**config.mk**
```make
export PLATFORM = sky130hd
export DESIGN_NAME = ifetch_line_buffer_flat
export DESIGN_NICKNAME = d
export VERILOG_FILES = /design/src/rtl/ifetch_buf_pkg.sv /design/src/rtl/ifetch_line_buffer_if.sv /design/src/rtl/ifetch_line_store.sv /design/src/rtl/ifetch_line_buffer.sv /design/src/flat_wrapper.sv
export SDC_FILE = /design/constraint.sdc
export NUM_CORES = 1
export LEC_CHECK = 0
export CAP_MARGIN = 20
export CELL_PAD_IN_SITES_DETAIL_PLACEMENT = 0
export CELL_PAD_IN_SITES_GLOBAL_PLACEMENT = 1
export CORE_MARGIN = 10
export CORE_UTILIZATION = 46
export CTS_CLUSTER_DIAMETER = 80
export CTS_CLUSTER_SIZE = 12
export DETAILED_ROUTE_END_ITERATION = 8
export PLACE_DENSITY_LB_ADDON = 0.1
export SYNTH_ARGS = -nofsm -noshare
export SYNTH_HDL_FRONTEND = slang
export SYNTH_SLANG_ARGS = --single-unit
export TNS_END_PERCENT = 1
```
**constraint.sdc**
```tcl
create_clock -name clk -period 7.2 [get_ports clk]
set_input_delay 0.72 -clock clk [delete_from_list [all_inputs] [get_ports clk]]
set_output_delay 0.72 -clock clk [all_outputs]
set_load 0.005 [all_outputs]
```
**src/rtl/ifetch_buf_pkg.sv**
```systemverilog
// Shared types and geometry for the instruction-fetch line buffer.
// A line is 32 bytes, delivered as four 64-bit little-endian beats.
package ifetch_buf_pkg;

  localparam int ADDR_W     = 32;
  localparam int DATA_W     = 32;
  localparam int BEAT_W     = 64;
  localparam int BEATS      = 4;
  localparam int LINE_W     = BEAT_W * BEATS;
  localparam int OFFSET_W   = 5;
  localparam int TAG_W      = ADDR_W - OFFSET_W;
  localparam int BEAT_IDX_W = 2;
  localparam int WORD_IDX_W = OFFSET_W - 2;

  typedef enum logic [1:0] {
    IDLE  = 2'd0,
    BURST = 2'd1,
    RESP  = 2'd2
  } ifetch_state_t;

  // Odd words live in the upper half of their beat.
  function automatic logic [DATA_W-1:0] beat_word(input logic [BEAT_W-1:0] beat,
                                                  input logic            hi);
    return hi ? beat[BEAT_W-1:DATA_W] : beat[DATA_W-1:0];
  endfunction

endpackage

```
**src/rtl/ifetch_line_buffer_if.sv**
```systemverilog
// Fetch-side and physical-memory-side signals of the line buffer, bundled.
// Slave modport is the buffer's view; master modport is the environment's view.
interface ifetch_line_buffer_if;
  import ifetch_buf_pkg::*;

  // Fetch port: mem_read is a request held (with mem_address) until the
  // single-cycle mem_resp pulse; mem_rdata is meaningful only while mem_resp=1.
  // Burst port: pmem_read stays high for the whole burst with a stable
  // pmem_address; each pmem_resp=1 cycle transfers exactly one beat.
  logic                mem_read;
  logic [ADDR_W-1:0]   mem_address;
  logic [DATA_W-1:0]   mem_rdata;
  logic                mem_resp;
  logic                flush;
  logic                pmem_read;
  logic [ADDR_W-1:0]   pmem_address;
  logic [BEAT_W-1:0]   pmem_rdata;
  logic                pmem_resp;
  ifetch_state_t       dbg_state;

  modport slave (
    input  mem_read, mem_address, flush, pmem_rdata, pmem_resp,
    output mem_rdata, mem_resp, pmem_read, pmem_address, dbg_state
  );

  modport master (
    output mem_read, mem_address, flush, pmem_rdata, pmem_resp,
    input  mem_rdata, mem_resp, pmem_read, pmem_address, dbg_state
  );

endinterface

```
**src/rtl/ifetch_line_store.sv**
```systemverilog
// Storage for the single buffered line: four beats, the line tag and its valid bit.
// Line data is deliberately left unreset; valid gates every use of it.
module ifetch_line_store
  import ifetch_buf_pkg::*;
(
  input  logic                  clk,
  input  logic                  rst,
  input  logic                  beat_we_i,
  input  logic [BEAT_IDX_W-1:0] beat_idx_i,
  input  logic [BEAT_W-1:0]     beat_data_i,
  input  logic                  tag_we_i,
  input  logic [TAG_W-1:0]      tag_d_i,
  input  logic                  valid_we_i,
  input  logic                  valid_d_i,
  input  logic [WORD_IDX_W-1:0] rd_word_i,
  output logic [DATA_W-1:0]     rd_data_o,
  output logic [TAG_W-1:0]      tag_o,
  output logic                  valid_o
);

  logic [BEAT_W-1:0] line_q [BEATS];
  logic [TAG_W-1:0]  tag_q;
  logic              valid_q;

  always_ff @(posedge clk) begin
    if (beat_we_i) begin
      line_q[beat_idx_i] <= beat_data_i;
    end
  end

  always_ff @(posedge clk) begin
    if (rst) begin
      tag_q   <= '0;
      valid_q <= 1'b0;
    end else begin
      if (tag_we_i) begin
        tag_q <= tag_d_i;
      end
      if (valid_we_i) begin
        valid_q <= valid_d_i;
      end
    end
  end

  assign rd_data_o = beat_word(line_q[rd_word_i[WORD_IDX_W-1:1]], rd_word_i[0]);
  assign tag_o     = tag_q;
  assign valid_o   = valid_q;

endmodule

```
**src/rtl/ifetch_line_buffer.sv**
```systemverilog
// Single-line instruction fetch buffer: answers hits from the held line and
// refills it with a 4-beat burst on a miss or after a flush.
module ifetch_line_buffer
  import ifetch_buf_pkg::*;
(
  input  logic                clk,
  input  logic                rst,
  ifetch_line_buffer_if.slave bus
);

  ifetch_state_t         state_q, state_d;
  logic [TAG_W-1:0]      line_addr_q, line_addr_d;
  logic [WORD_IDX_W-1:0] word_q, word_d;
  logic [BEAT_IDX_W-1:0] beat_cnt_q, beat_cnt_d;
  logic                  flush_pend_q, flush_pend_d;
  logic [DATA_W-1:0]     rdata_q, rdata_d;

  logic                  beat_we;
  logic                  tag_we;
  logic                  valid_we;
  logic                  valid_d;
  logic [WORD_IDX_W-1:0] rd_word;
  logic [DATA_W-1:0]     st_rdata;
  logic [TAG_W-1:0]      st_tag;
  logic                  st_valid;

  logic [TAG_W-1:0]      req_tag;
  logic [WORD_IDX_W-1:0] req_word;
  logic                  hit;
  logic                  last_beat;
  logic                  unused_addr_lsb;

  assign req_tag         = bus.mem_address[ADDR_W-1:OFFSET_W];
  assign req_word        = bus.mem_address[OFFSET_W-1:2];
  assign unused_addr_lsb = ^bus.mem_address[1:0];
  assign hit             = st_valid && (st_tag == req_tag);
  assign last_beat       = (beat_cnt_q == BEAT_IDX_W'(BEATS - 1));

  // During a fill the read port points at the latched word so the final beat
  // can merge with the three beats already stored.
  assign rd_word = (state_q == BURST) ? word_q : req_word;

  ifetch_line_store u_store (
    .clk         (clk),
    .rst         (rst),
    .beat_we_i   (beat_we && !rst),
    .beat_idx_i  (beat_cnt_q),
    .beat_data_i (bus.pmem_rdata),
    .tag_we_i    (tag_we),
    .tag_d_i     (line_addr_q),
    .valid_we_i  (valid_we),
    .valid_d_i   (valid_d),
    .rd_word_i   (rd_word),
    .rd_data_o   (st_rdata),
    .tag_o       (st_tag),
    .valid_o     (st_valid)
  );

  always_comb begin
    state_d      = state_q;
    line_addr_d  = line_addr_q;
    word_d       = word_q;
    beat_cnt_d   = beat_cnt_q;
    flush_pend_d = flush_pend_q;
    rdata_d      = rdata_q;
    beat_we      = 1'b0;
    tag_we       = 1'b0;
    valid_we     = 1'b0;
    valid_d      = 1'b0;

    case (state_q)
      IDLE: begin
        if (bus.flush) begin
          valid_we = 1'b1;
        end
        if (bus.mem_read) begin
          if (hit && !bus.flush) begin
            rdata_d = st_rdata;
            state_d = RESP;
          end else begin
            line_addr_d  = req_tag;
            word_d       = req_word;
            beat_cnt_d   = '0;
            flush_pend_d = 1'b0;
            state_d      = BURST;
          end
        end
      end

      BURST: begin
        if (bus.flush) begin
          flush_pend_d = 1'b1;
        end
        if (bus.pmem_resp) begin
          beat_we    = 1'b1;
          beat_cnt_d = beat_cnt_q + 1'b1;
          if (last_beat) begin
            tag_we   = 1'b1;
            valid_we = 1'b1;
            valid_d  = !(flush_pend_q || bus.flush);
            // The requested word may sit in the beat arriving right now.
            rdata_d  = (word_q[WORD_IDX_W-1:1] == beat_cnt_q)
                       ? beat_word(bus.pmem_rdata, word_q[0])
                       : st_rdata;
            state_d  = RESP;
          end
        end
      end

      RESP: begin
        if (bus.flush) begin
          valid_we = 1'b1;
        end
        state_d = IDLE;
      end

      default: begin
        state_d = IDLE;
      end
    endcase
  end

  always_ff @(posedge clk) begin
    if (rst) begin
      state_q      <= IDLE;
      line_addr_q  <= '0;
      word_q       <= '0;
      beat_cnt_q   <= '0;
      flush_pend_q <= 1'b0;
      rdata_q      <= '0;
    end else begin
      state_q      <= state_d;
      line_addr_q  <= line_addr_d;
      word_q       <= word_d;
      beat_cnt_q   <= beat_cnt_d;
      flush_pend_q <= flush_pend_d;
      rdata_q      <= rdata_d;
    end
  end

  assign bus.pmem_read    = (state_q == BURST);
  assign bus.pmem_address = {line_addr_q, {OFFSET_W{1'b0}}};
  assign bus.mem_resp     = (state_q == RESP);
  assign bus.mem_rdata    = rdata_q;
  assign bus.dbg_state    = state_q;

endmodule

```
**src/flat_wrapper.sv**
```systemverilog
// flat-port wrapper written by rule: the top's interface ports become plain ports
module ifetch_line_buffer_flat import ifetch_buf_pkg::*;
  (clk, rst, bus_mem_read, bus_mem_address, bus_flush, bus_pmem_rdata, bus_pmem_resp, bus_mem_rdata, bus_mem_resp, bus_pmem_read, bus_pmem_address, bus_dbg_state);
  ifetch_line_buffer_if bus_i ();
  input  logic clk;
  input  logic rst;
  input wire logic [$bits(bus_i.mem_read)-1:0] bus_mem_read;
  input wire logic [$bits(bus_i.mem_address)-1:0] bus_mem_address;
  input wire logic [$bits(bus_i.flush)-1:0] bus_flush;
  input wire logic [$bits(bus_i.pmem_rdata)-1:0] bus_pmem_rdata;
  input wire logic [$bits(bus_i.pmem_resp)-1:0] bus_pmem_resp;
  output wire logic [$bits(bus_i.mem_rdata)-1:0] bus_mem_rdata;
  output wire logic [$bits(bus_i.mem_resp)-1:0] bus_mem_resp;
  output wire logic [$bits(bus_i.pmem_read)-1:0] bus_pmem_read;
  output wire logic [$bits(bus_i.pmem_address)-1:0] bus_pmem_address;
  output wire logic [$bits(bus_i.dbg_state)-1:0] bus_dbg_state;
  assign bus_i.mem_read = bus_mem_read;
  assign bus_i.mem_address = bus_mem_address;
  assign bus_i.flush = bus_flush;
  assign bus_i.pmem_rdata = bus_pmem_rdata;
  assign bus_i.pmem_resp = bus_pmem_resp;
  assign bus_mem_rdata = bus_i.mem_rdata;
  assign bus_mem_resp = bus_i.mem_resp;
  assign bus_pmem_read = bus_i.pmem_read;
  assign bus_pmem_address = bus_i.pmem_address;
  assign bus_dbg_state = bus_i.dbg_state;
  ifetch_line_buffer u_core (.clk(clk), .rst(rst), .bus(bus_i));
endmodule
```
# --- After elaboration in Yosys (flattened, before gate mapping) ---
# Memory sizes are Yosys's and may differ from the RTL's.
# Cells that the tools add are included.
op_classes:
  mux: 34
  n_reduce_logical: 15
  add_sub_neg: 1
  eq_ne: 11
  bitwise: 1
ops:
  columns: ["op", "n"]
  rows:
  - ["2-to-1 mux 32 bit", 7]
  - ["case mux 32 bit (2 select lines)", 1]
  - ["equality test 27 bit", 1]
  - ["2-to-1 mux 1 bit", 14]
  - ["2-to-1 mux 2 bit", 7]
  - ["!= test 2 bit (second input constant)", 4]
  - ["case mux 2 bit (2 select lines)", 2]
  - ["AND reduction 4 bit", 2]
  - ["AND reduction 3 bit", 2]
  - ["AND reduction 5 bit", 1]
  - ["equality test 2 bit (second input constant)", 2]
  - ["!= test 2 x 1 -> 1 bit (second input constant)", 2]
  - ["case mux 1 bit (2 select lines)", 2]
  - ["logical AND 1 bit", 3]
  - ["logical NOT 1 bit", 3]
  - ["2-to-1 mux 3 bit", 1]
  - ["adder 2 x 1 -> 2 bit (second input constant)", 1]
  - ["equality test 2 x 1 -> 1 bit (second input constant)", 1]
  - ["equality test 2 bit", 1]
  - ["logical NOT 2 bit", 1]
  - ["nonzero test 2 bit", 1]
  - ["OR reduction 2 bit", 1]
  - ["logical OR 1 bit", 1]
  - ["inverter 1 bit", 1]
word_totals:
  mem_bits_rw: 256
  out_inout_bits: 68
  regBits: 95
  mem_count: 1
mem_list:
  columns: ["memory", "words", "width", "rd", "rd_ports_with_merged_regs", "write_ports", "line_no", "source"]
  rows:
  - ["u_core.u_store.line_q", 4, 64, 1, 0, 1, "ifetch_line_store.sv:21", "logic [BEAT_W-1:0] line_q [BEATS];"]

# --- Logic depth before layout (Yosys ltp) ---
# Gate-level depths: netlist (run 1).
# An unclocked memory read counts as a cell.
logic_depth:
  word_depth: 8
  mapped_depth: 9
  ltp_nobuf: 7

# --- Modules after synthesis ---
# From an unflattened synthesis (run 1), not the netlist that was laid out.
hier_totals:
  cells_unflattened: 896
  hier_area_um2: 14811.7
modules_own_cells:
  columns: ["module", "seq_area_each_um2", "area_per_inst_um2", "instances", "cells_per_inst"]
  rows:
  - ["ifetch_line_store", 8247.9, 10769.1, 1, 465]
  - ["ifetch_line_buffer", 1341.3, 4042.6, 1, 431]

# --- Worst setup path before layout (run 1) ---
# No wires, ideal clock.
synth_timing:
  path_type: "register to register"
  from: "register u_core.state_q[0] (netlist: u_core.bus.dbg_state[0])"
  to: "memory u_core.u_store.line_q[2][0] (enable)"
  t_arrival_ps: 5998
  n_path_buf: 2
  stages_incl_launch_ff: 7
  setup_time_ps: 578
  period_less_slack_ps: 6576
  t_required_ps: 6622
  path_slack_ps: 624
  path_cell_list: "dfxtp_1 -> nand2b_1 -> inv_1 -> buf_2 -> buf_1 -> nand2_1 -> nor3b_1"
synth_between:
  elab_chain_len: 5
synth_rtl:
  columns: ["item", "line_no", "source"]
  rows:
  - ["start: declaration", "ifetch_line_buffer.sv:11", "ifetch_state_t state_q, state_d;"]
  - ["start signal: assignment", "ifetch_line_buffer.sv:132", "state_q <= state_d;"]
  - ["equality test 2 x 1 -> 1 bit", null, null]
  - ["named net bus_pmem_read", "flat_wrapper.sv:14", "output wire logic [$bits(bus_i.pmem_read)-1:0] bus_pmem_read;"]
  - ["2-to-1 mux 1 bit", "ifetch_line_buffer.sv:71", "case (state_q)"]
  - ["logical AND 1 bit", "ifetch_line_buffer.sv:46", ".beat_we_i (beat_we && !rst),"]
  - ["2-to-1 mux 1 bit", "ifetch_line_store.sv:26", "if (beat_we_i) begin"]
  - ["2-to-1 mux 1 bit (implied by the code)", "ifetch_line_store.sv:27", "line_q[beat_idx_i] <= beat_data_i;"]
  - ["end: declaration", "ifetch_line_store.sv:21", null]
# The timed path passes the listed nets, and every way through them passes these cells.

# --- Worst setup path after layout (run 1) ---
layout_timing:
  from: "register u_core.state_q[1] (netlist: u_core.bus.dbg_state[1])"
  to: "output port bus_pmem_read"
layout_between:
  elab_chain_len: 1
layout_rtl:
  columns: ["item", "line_no", "source"]
  rows:
  - ["equality test 2 x 1 -> 1 bit", "ifetch_line_buffer.sv:141", "assign bus.pmem_read = (state_q == BURST);"]
  - ["end: declaration", "flat_wrapper.sv:14", null]
# Every way passes these cells.

==> results of run 1 <==
[final cells by class]
class	instances	area (µm²)	area share, %
Timing Repair Buffer	184	1810	9.83
Antenna cell	1	2.50	0.0136
Clock buffer	58	983	5.34
Tap cell	442	553	3.00
Multi-Input combinational cell	809	5410	29.4
Clock inverter	3	33.8	0.184
Inverter	4	16.3	0.0884
Sequential cell	351	9590	52.1
[logic make-up after synthesis]
group	Yosys count
buffers and inverters	95
DFF	351
adders and majority gates	4
other	1
AOI/OAI and AO/OA	169
and+or+nand+nor	379
xor gates and xnor gates	29
muxes	223
[worst paths after layout]
| check | start | endpoint | slack, ns | cells after the start |
|---|---|---|---|---|
| worst min register to register | u_core.bus.mem_rdata[5] | u_core.bus.mem_rdata[5] | 0.46 | 1 |
| worst max-delay path | u_core.bus.dbg_state[1] | bus_pmem_read | 3.61 | 4 |
| worst min-delay path | u_core.bus.mem_rdata[5] | u_core.bus.mem_rdata[5] | 0.46 | 1 |
| worst max register to register | u_core.word_q[1] | u_core.bus.mem_rdata[13] | 3.75 | 7 |
[power by group]
group | switching (W) | total [W] | internal [W]
registers | 0.0000192 | 0.00221 | 0.00219
clock network | 0.000757 | 0.00169 | 0.000936
logic | 0.000273 | 0.000470 | 0.000197
[state kept, by name (all words and copies together) (netlist names)]
register and flops:
u_core.u_store.valid_o 1, u_core.u_store.line_q 256, u_core.u_store.tag_o 27, u_core.bus.dbg_state 2
u_core.beat_cnt_q 2, u_core.word_q 3, u_core.line_addr_q 27, u_core.bus.mem_rdata 32
u_core.flush_pend_q 1
[per-layer routing]
metal	GRT usage [%]	wire length [µm]	vias up
met5	0	0	-
met4	4.53	631	0
met3	2.77	1870	52
met2	32.8	20000	248
met1	24.5	17700	5223
li1	-	-	4868
[through the flow]
| stage | setup slack (ns) | total power (W) |
|---|---|---|
| final | 3.61 | 0.00437 |
| after global routing | 3.48 | 0.00452 |
| after CTS | 3.55 | 0.00441 |
| after detailed placement | 3.16 | 0.00272 |
| after global placement | 3.23 | 0.00272 |
| after floorplan | 0.624 | 0.00252 |
[worst reg2reg max path, stage by stage (launching register included)]
cell       delay [ns]
dfxtp_4          0.65
buf_4            0.79
mux2_2           0.56
buf_4            0.65
nand2_1          0.16
a31oi_1          0.25
a31oi_1          0.15
o2bb2ai_1        0.18
[cell usage in the layout (no fill, tap or decap), types with 2 or more instances in the layout]
master	instances
inv_1	3
a31oi_1	64
nor2_1	129
o211ai_1	2
mux2i_1	219
dfxtp_1	93
nand4_1	2
a21oi_1	31
ha_1	4
buf_4	22
nor3b_2	3
nand2_1	185
o21ai_4	2
clkdlybuf4s50_1	159
mux2_2	2
clkbuf_16	36
clkbuf_1	22
edfxtp_1	256
mux2i_4	2
o32ai_1	31
inv_6	2
nand2b_1	4
nor2b_1	2
o2bb2ai_1	32
nand3_1	37
conb_1	5
xor2_1	23
xnor2_1	6
nor4_1	6
==> flow_metrics.tcl, run 1 <==
set metrics [dict create \
    outcome "complete, no violations" \
    port_buffers 161 \
    grt_overflow_total 0 \
    netlist_top_cells_area "edfxtp_1 50%, mux2i_1 14%, dfxtp_1 12%" \
    hold_class "flip-flop to flip-flop" \
    ys_seq_elements 351 \
    coreArea_um2 32800 \
    post_cts_buffers 0 \
    yosysTopAreaCellShare_pct 50.0 \
    synth_cell_types 43 \
    initial_core_util_pct 46.9 \
    ys_seq_area_share_pct 62.4 \
    vias_per_cell 5.61 \
    ys_top_cells_by_count "256 x edfxtp_1, 220 x mux2i_1, 185 x nand2_1" \
    start_kind "flip-flop" \
    end_kind "output port" \
    synth_area_leader_cell "edfxtp_1" \
    ys.flop_type "edfxtp_1" \
    period_share_pct 49.9 \
    drc 0 \
    ir_worst_vdd_v 0.000174 \
    synthArstFlopShare_pct 0 \
    drive_above_1_share_pct 6.03 \
    routed_wirelength_um 40200 \
    drtPass1Iterations 7 \
    syn_inst 1251 \
    hold_ws_ns 0.459 \
    yosysMostFrequentCell "edfxtp_1" \
    path_class "flip-flop to output port" \
    root_buffer "clkbuf_16" \
    die_width_um 203 \
    cap_violations 0 \
    fin_crit_ns 3.59 \
    synthMuxAreaShare_pct 14.6 \
    cts_max_path_buffers 3 \
    globalplace.congestion 0.711 \
    insertion_delay_ns 0.53 \
    drtAntennaViolNets 0 \
    grt_usage_pct 19.0 \
    grt_pass1_wl_um 61200 \
    critical-path-slowest-cell "buf_4" \
    place_inst 1789 \
    grt_max_degree 69 \
    path_cells "nand2b_2 -> clkinv_2 -> buf_4 -> clkdlybuf4s50_1" \
    drv_slew 0 \
    finalClockSkew_ns 0.0198 \
    dr.first_iter.drc_count 595 \
    synth_top_family_by_area "multiplexers" \
    path_clk_slew_ns 0.06 \
    cts_buffers 35 \
    ctsResizeCount 0 \
    powerDensity_nw_per_um2 238 \
    worst_pin_slew_ns 1.12 \
    cp.required_ns 6.48 \
    rsz0062_at_grt "false" \
    wire_per_inst_um 21.7 \
    critical_path.top_delay_family "buffers and inverters" \
    max_stage_delay_ns 0.67 \
    vias 10400 \
    leakagePower_nw 6.37 \
    hold_buffers 0 \
    grt_pass1_vias 10400 \
    setup_tns_ns 0 \
    hold_violations 0 \
    placed_area_um2 17400 \
    yosys_warnings 0 \
    worstPathArrival_ns 2.87 \
    maxSlewHeadroom_pct 25.3 \
    dieArea_um2 41100 \
    cp.buffers_inverters 3 \
    antenna_found_initial 1 \
    setup_viol 0 \
    boundaryPins 169 \
    synthToLayoutAreaGrowth_pct 19.7 \
    cts_tree "done" \
    dp_hpwl_um 22400 \
    fill_cells 2780 \
    synth_edf_count 256 \
    syn_area_per_cell_um2 12.3 \
    rows 66 \
    clock.fmax_ghz 0.279 \
    fin_cells 1852 \
    die_y_um 203 \
    htreeDepth 2 \
    cts_sinks 351 \
    synth_simple_gate_area_share_pct 10.1 \
    path_max_fanout 45 \
    nNetsFinal 1490 \
    post-route-util_pct 56.1 \
    synthAdderAreaFrac_pct 0.325 \
    synth_area_um2 15400 \
    synthXorXnorAreaFrac_pct 1.65 \
    stdcell_area_um2 18400 \
    synth_compound_area_share_pct 7.85 \
]
(Power assumes the default switching activity.)
==> inputs of run 2 (changes only) <==
clock period = 3.57 ns   (was 7.2 ns; I/O delays follow)
==> run 2 against run 1 <==
  * Via count decreased by 0.77%
  * Clock skew shrank 0.0034 ns
  * Sequential cell count stayed put
  * Final area grew 0.35%
  * Cell count is 0.38% higher
==> flow_metrics.tcl, run 2 (synthesized netlist as in run 1, its figures left out) <==
set metrics [dict create \
    outcome "complete, no violations" \
    critical-path-slowest-cell "buf_4" \
    met1_length_um 17800 \
    vias 10300 \
    initial_core_util_pct 46.9 \
    cts_sinks 351 \
    setup_viol 0 \
    fin_crit_ns 2.93 \
    worstPathArrival_ns 3.35 \
    start_kind "flip-flop" \
    finalClockSkew_ns 0.0165 \
    cts_max_path_buffers 3 \
    place_inst 1797 \
    critical_path.top_delay_family "buffers and inverters" \
    leakagePower_nw 6.41 \
    fill_cells 2767 \
    path_cells "nand2b_2 -> buf_4 -> mux2i_4 -> buf_4 -> nand2_1 -> a31oi_1 -> a31oi_1 -> o2bb2ai_1" \
    hold_violations 0 \
    antenna_found_initial 3 \
    synthToLayoutAreaGrowth_pct 20.1 \
    hold_buffers 0 \
    p_sw_w 0.00205 \
    ir_worst_vdd_v 0.000314 \
    clock.fmax_ghz 0.341 \
    grt_pass1_vias 10100 \
    final_cell_mix "256 x edfxtp_1, 219 x mux2i_1, 185 x nand2_1" \
    drive_above_1_share_pct 6.36 \
    dp_hpwl_um 23000 \
    boundaryPins 169 \
    grt_usage_pct 18.8 \
    switching_share_pct 23.5 \
    end_kind "flip-flop" \
    ctsResizeCount 0 \
    drtAntennaViolNets 0 \
    wl_met3_um 2490 \
    wire_per_inst_um 21.5 \
    grt_overflow_total 0 \
    root_buffer "clkbuf_16" \
    post_cts_buffers 0 \
    period_share_pct 82.1 \
    largest_reg_flops 256 \
    insertion_delay_ns 0.51 \
    cts_tree "done" \
    cap_violations 0 \
    worst_pin_slew_ns 1.05 \
    p_int_w 0.00666 \
    coreArea_um2 32800 \
    cp.required_ns 3.99 \
    fin_cells 1859 \
    power_frac_clock_pct 37.9 \
    topRoutingLayerUsed "met5" \
    regMostFlops "u_core.u_store.line_q" \
    htreeDepth 2 \
    die_y_um 203 \
    fin_ws_ns 0.638 \
    drc 0 \
    nNetsFinal 1497 \
    path_clk_slew_ns 0.07 \
    hold_class "input pin to flip-flop" \
    path_class "flip-flop to flip-flop" \
    powerDensity_nw_per_um2 471 \
    die_width_um 203 \
    grt_max_degree 65 \
    rsz0062_at_grt "false" \
    globalplace.congestion 0.729 \
    port_buffers 161 \
    seqPwrFrac_pct 51.3 \
    grt_pass1_wl_um 61000 \
    path_max_fanout 40 \
    wl_met2_um 19000 \
    max_stage_delay_ns 0.53 \
    drv_slew 0 \
    post-place-ws_ns 0.385 \
    dieArea_um2 41100 \
    dr.first_iter.drc_count 652 \
    cp.buffers_inverters 2 \
    final_common_cell "edfxtp_1" \
    drtPass1Iterations 5 \
    maxSlewHeadroom_pct 29.9 \
    pwr-share-comb_pct 10.8 \
    routed_wirelength_um 39900 \
    rows 66 \
    cts_buffers 35 \
    vias_per_cell 5.55 \
]
[run 2: power groups by stage]
| stage | Combinational (W) | Sequential (W) | Clock [W] |
|---|---|---|---|
| after floorplan | 0.000555 | 0.00453 | 0 |
| after global placement | 0.000944 | 0.00455 | 0 |
| after detailed placement | 0.000950 | 0.00455 | 0 |
| after CTS | 0.000953 | 0.00446 | 0.00337 |
| after global routing | 0.00103 | 0.00447 | 0.00355 |
| final | 0.000943 | 0.00446 | 0.00330 |
[run 2: final cells by class]
type | instances | area, µm² | share of cell area, %
Multi-Input combinational cell | 809 | 5440 | 29.5
Timing Repair Buffer | 191 | 1880 | 10.2
Clock buffer | 58 | 962 | 5.21
Inverter | 4 | 17.5 | 0.0948
Tap cell | 442 | 553 | 2.99
Antenna cell | 2 | 5.00 | 0.0271
Clock inverter | 2 | 20.0 | 0.108
Sequential cell | 351 | 9590 | 51.9
[run 2: worst register-to-register path, delay by kind of cell (launching register included)]
family          cells  cell delay [ns]
buf+inv             2             1.06
compound gates      3             0.59
simple gates        2             0.37
mux                 1             0.37
flops               1             0.44
[run 2: worst paths after layout]
check / start / endpoint / slack (ns) / cells past startpoint
setup reg to reg: u_core.bus.dbg_state[1] / u_core.bus.mem_rdata[14] / 0.64 / 8
hold reg to reg: u_core.bus.mem_rdata[8] / u_core.bus.mem_rdata[8] / 0.46 / 1
setup / recovery: u_core.bus.dbg_state[1] / u_core.bus.mem_rdata[14] / 0.64 / 8
hold / removal: rst / u_core.word_q[2] / 0.22 / 2
[run 2: through the flow]
stage               util (%)  hold slack, ns  total power, W  instance area (µm²)  setup TNS [ns]
global placement        53.3           0.445         0.00549                17500               0
CTS                     56.3           0.207         0.00879                18500               0
finish                  56.3           0.219         0.00870                18500               0
floorplan                  -           0.447         0.00508                15400         -134.89
global route            56.3           0.220         0.00904                18500               0
detailed placement      53.3           0.445         0.00550                17500               0
[run 2: layer usage]
metal | GRT usage [%] | vias to the layer above
met2 | 31.0 | 315
met5 | 0 | -
li1 | - | 4872
met1 | 25.4 | 5072
met3 | 3.30 | 50
met4 | 4.56 | 2
==> inputs of run 3 (changes only) <==
clock period = 2.95 ns   (was 3.57 ns; I/O delays follow)
==> run 3 against run 2 <==
  * Clock skew down 0.0028 ns
  * Wire length grew 1.3%
  * Sequential share of layout area is 0.68 points lower
==> flow_metrics.tcl, run 3 (synthesized netlist as in run 1, its figures left out) <==
set metrics [dict create \
    path_max_fanout 31 \
    worst_pin_slew_ns 1.01 \
    die_width_um 203 \
    clock.fmax_ghz 0.399 \
    insertion_delay_ns 0.52 \
    nNetsFinal 1513 \
    path_cells "nand2b_4 -> inv_4 -> nand3_1 -> buf_4 -> o31a_1 -> nor2b_4 -> buf_4 -> o2bb2ai_1" \
    end_kind "flip-flop" \
    critical-path-slowest-cell "dfxtp_2" \
    dieArea_um2 41100 \
    path_class "flip-flop to flip-flop" \
    powerDensity_nw_per_um2 572 \
    fin_ws_ns 0.442 \
    dp_hpwl_um 24400 \
    drive_above_1_share_pct 7.83 \
    cts_tree "done" \
    drv_slew 0 \
    htreeDepth 2 \
    cap_violations 0 \
    grt_usage_pct 19.1 \
    leakagePower_nw 6.54 \
    largest_reg_flops 256 \
    setup_viol 0 \
    initial_core_util_pct 46.9 \
    grt_max_degree 49 \
    routed_wirelength_um 40500 \
    p_total_w 0.0107 \
    vias 10400 \
    outcome "complete, no violations" \
    path_common_cell "buf_4" \
    cts_max_path_buffers 3 \
    boundaryPins 169 \
    post_cts_buffers 0 \
    rsz0062_at_grt "false" \
    maxSlewHeadroom_pct 32.5 \
    drtPass1Iterations 5 \
    max_stage_delay_ns 0.40 \
    die_y_um 203 \
    hold_violations 0 \
    synthToLayoutAreaGrowth_pct 21.7 \
    grt_pass1_vias 10500 \
    cp.required_ns 3.39 \
    rows 66 \
    drtAntennaViolNets 0 \
    final_common_cell "edfxtp_1" \
    coreArea_um2 32800 \
    fin_cells 1874 \
    root_buffer "clkbuf_16" \
    port_buffers 161 \
    globalplace.congestion 0.744 \
    start_kind "flip-flop" \
    final_cell_mix "256 x edfxtp_1, 219 x mux2i_1, 184 x nand2_1" \
    ir_worst_vdd_v 0.000505 \
    critical_path.top_delay_family "buffers and inverters" \
    stdcell_area_um2 18700 \
    worstPathArrival_ns 2.95 \
    antenna_found_initial 1 \
    cts_buffers 35 \
    ctsResizeCount 0 \
    vias_per_cell 5.54 \
    place_inst 1813 \
    hold_buffers 0 \
    fin_crit_ns 2.51 \
    hold_class "input pin to flip-flop" \
    cts_sinks 351 \
    finalClockSkew_ns 0.0137 \
    grt_pass1_wl_um 61900 \
    grt_overflow_total 0 \
    post-place-ws_ns 0.162 \
    drc 0 \
    period_share_pct 85.0 \
    path_clk_slew_ns 0.07 \
    wire_per_inst_um 21.6 \
    cp.buffers_inverters 3 \
    placed_area_um2 17700 \
    regMostFlops "u_core.u_store.line_q" \
    dr.first_iter.drc_count 580 \
]
## run 3: cell types whose count changed in the layout (fill, tap and decap cells not counted), moves of 2 or more
cell	change
clkbuf_1	-3
buf_12	+6
dfxtp_1	-2
dfxtp_2	+2
buf_4	+10
## run 3: layout make-up
type                            count  area [µm²]
Fill cell                        2775       14100
Sequential cell                   351        9600
Multi-Input combinational cell    809        5450
Timing Repair Buffer              207        2070
Clock buffer                       57         990
Tap cell                          442         553
Clock inverter                      3        33.8
Inverter                            4        17.5
Antenna cell                        1        2.50
## run 3: per-layer routing
metal	vias to the layer above	global-route usage, %	share of wire (%)
li1	4917	-	-
met1	5152	25.4	45
met2	252	32.2	48
met3	57	2.95	4.6
met4	0	4.74	1.6
met5	-	0	0
## run 3: final timing paths
| kind | from | endpoint | slack [ns] | cells past startpoint |
|---|---|---|---|---|
| max | u_core.bus.dbg_state[1] | u_core.bus.mem_rdata[18] | 0.44 | 8 |
| min | rst | u_core.word_q[1] | 0.27 | 2 |
| max reg2reg | u_core.bus.dbg_state[1] | u_core.bus.mem_rdata[18] | 0.44 | 8 |
| min reg2reg | u_core.bus.mem_rdata[10] | u_core.bus.mem_rdata[10] | 0.46 | 1 |
## run 3: stage by stage
| stage | hold slack (ns) | setup TNS (ns) | utilization, % |
|---|---|---|---|
| detailed placement | 0.446 | 0 | 54.0 |
| CTS | 0.261 | 0 | 57.1 |
| floorplan | 0.394 | -1.26 | - |
| global route | 0.287 | 0 | 57.1 |
| global placement | 0.445 | 0 | 54.0 |
| finish | 0.265 | 0 | 57.1 |
## run 3: power breakdown
| group | internal, W | switching [W] | total [W] | leakage [nW] |
|---|---|---|---|---|
| Sequential | 0.00534 | 0.0000409 | 0.00538 | 3.08 |
| Combinational | 0.000516 | 0.000685 | 0.00120 | 2.97 |
| Clock | 0.00230 | 0.00181 | 0.00412 | 0.490 |
| Total | 0.00816 | 0.00254 | 0.0107 | 6.54 |
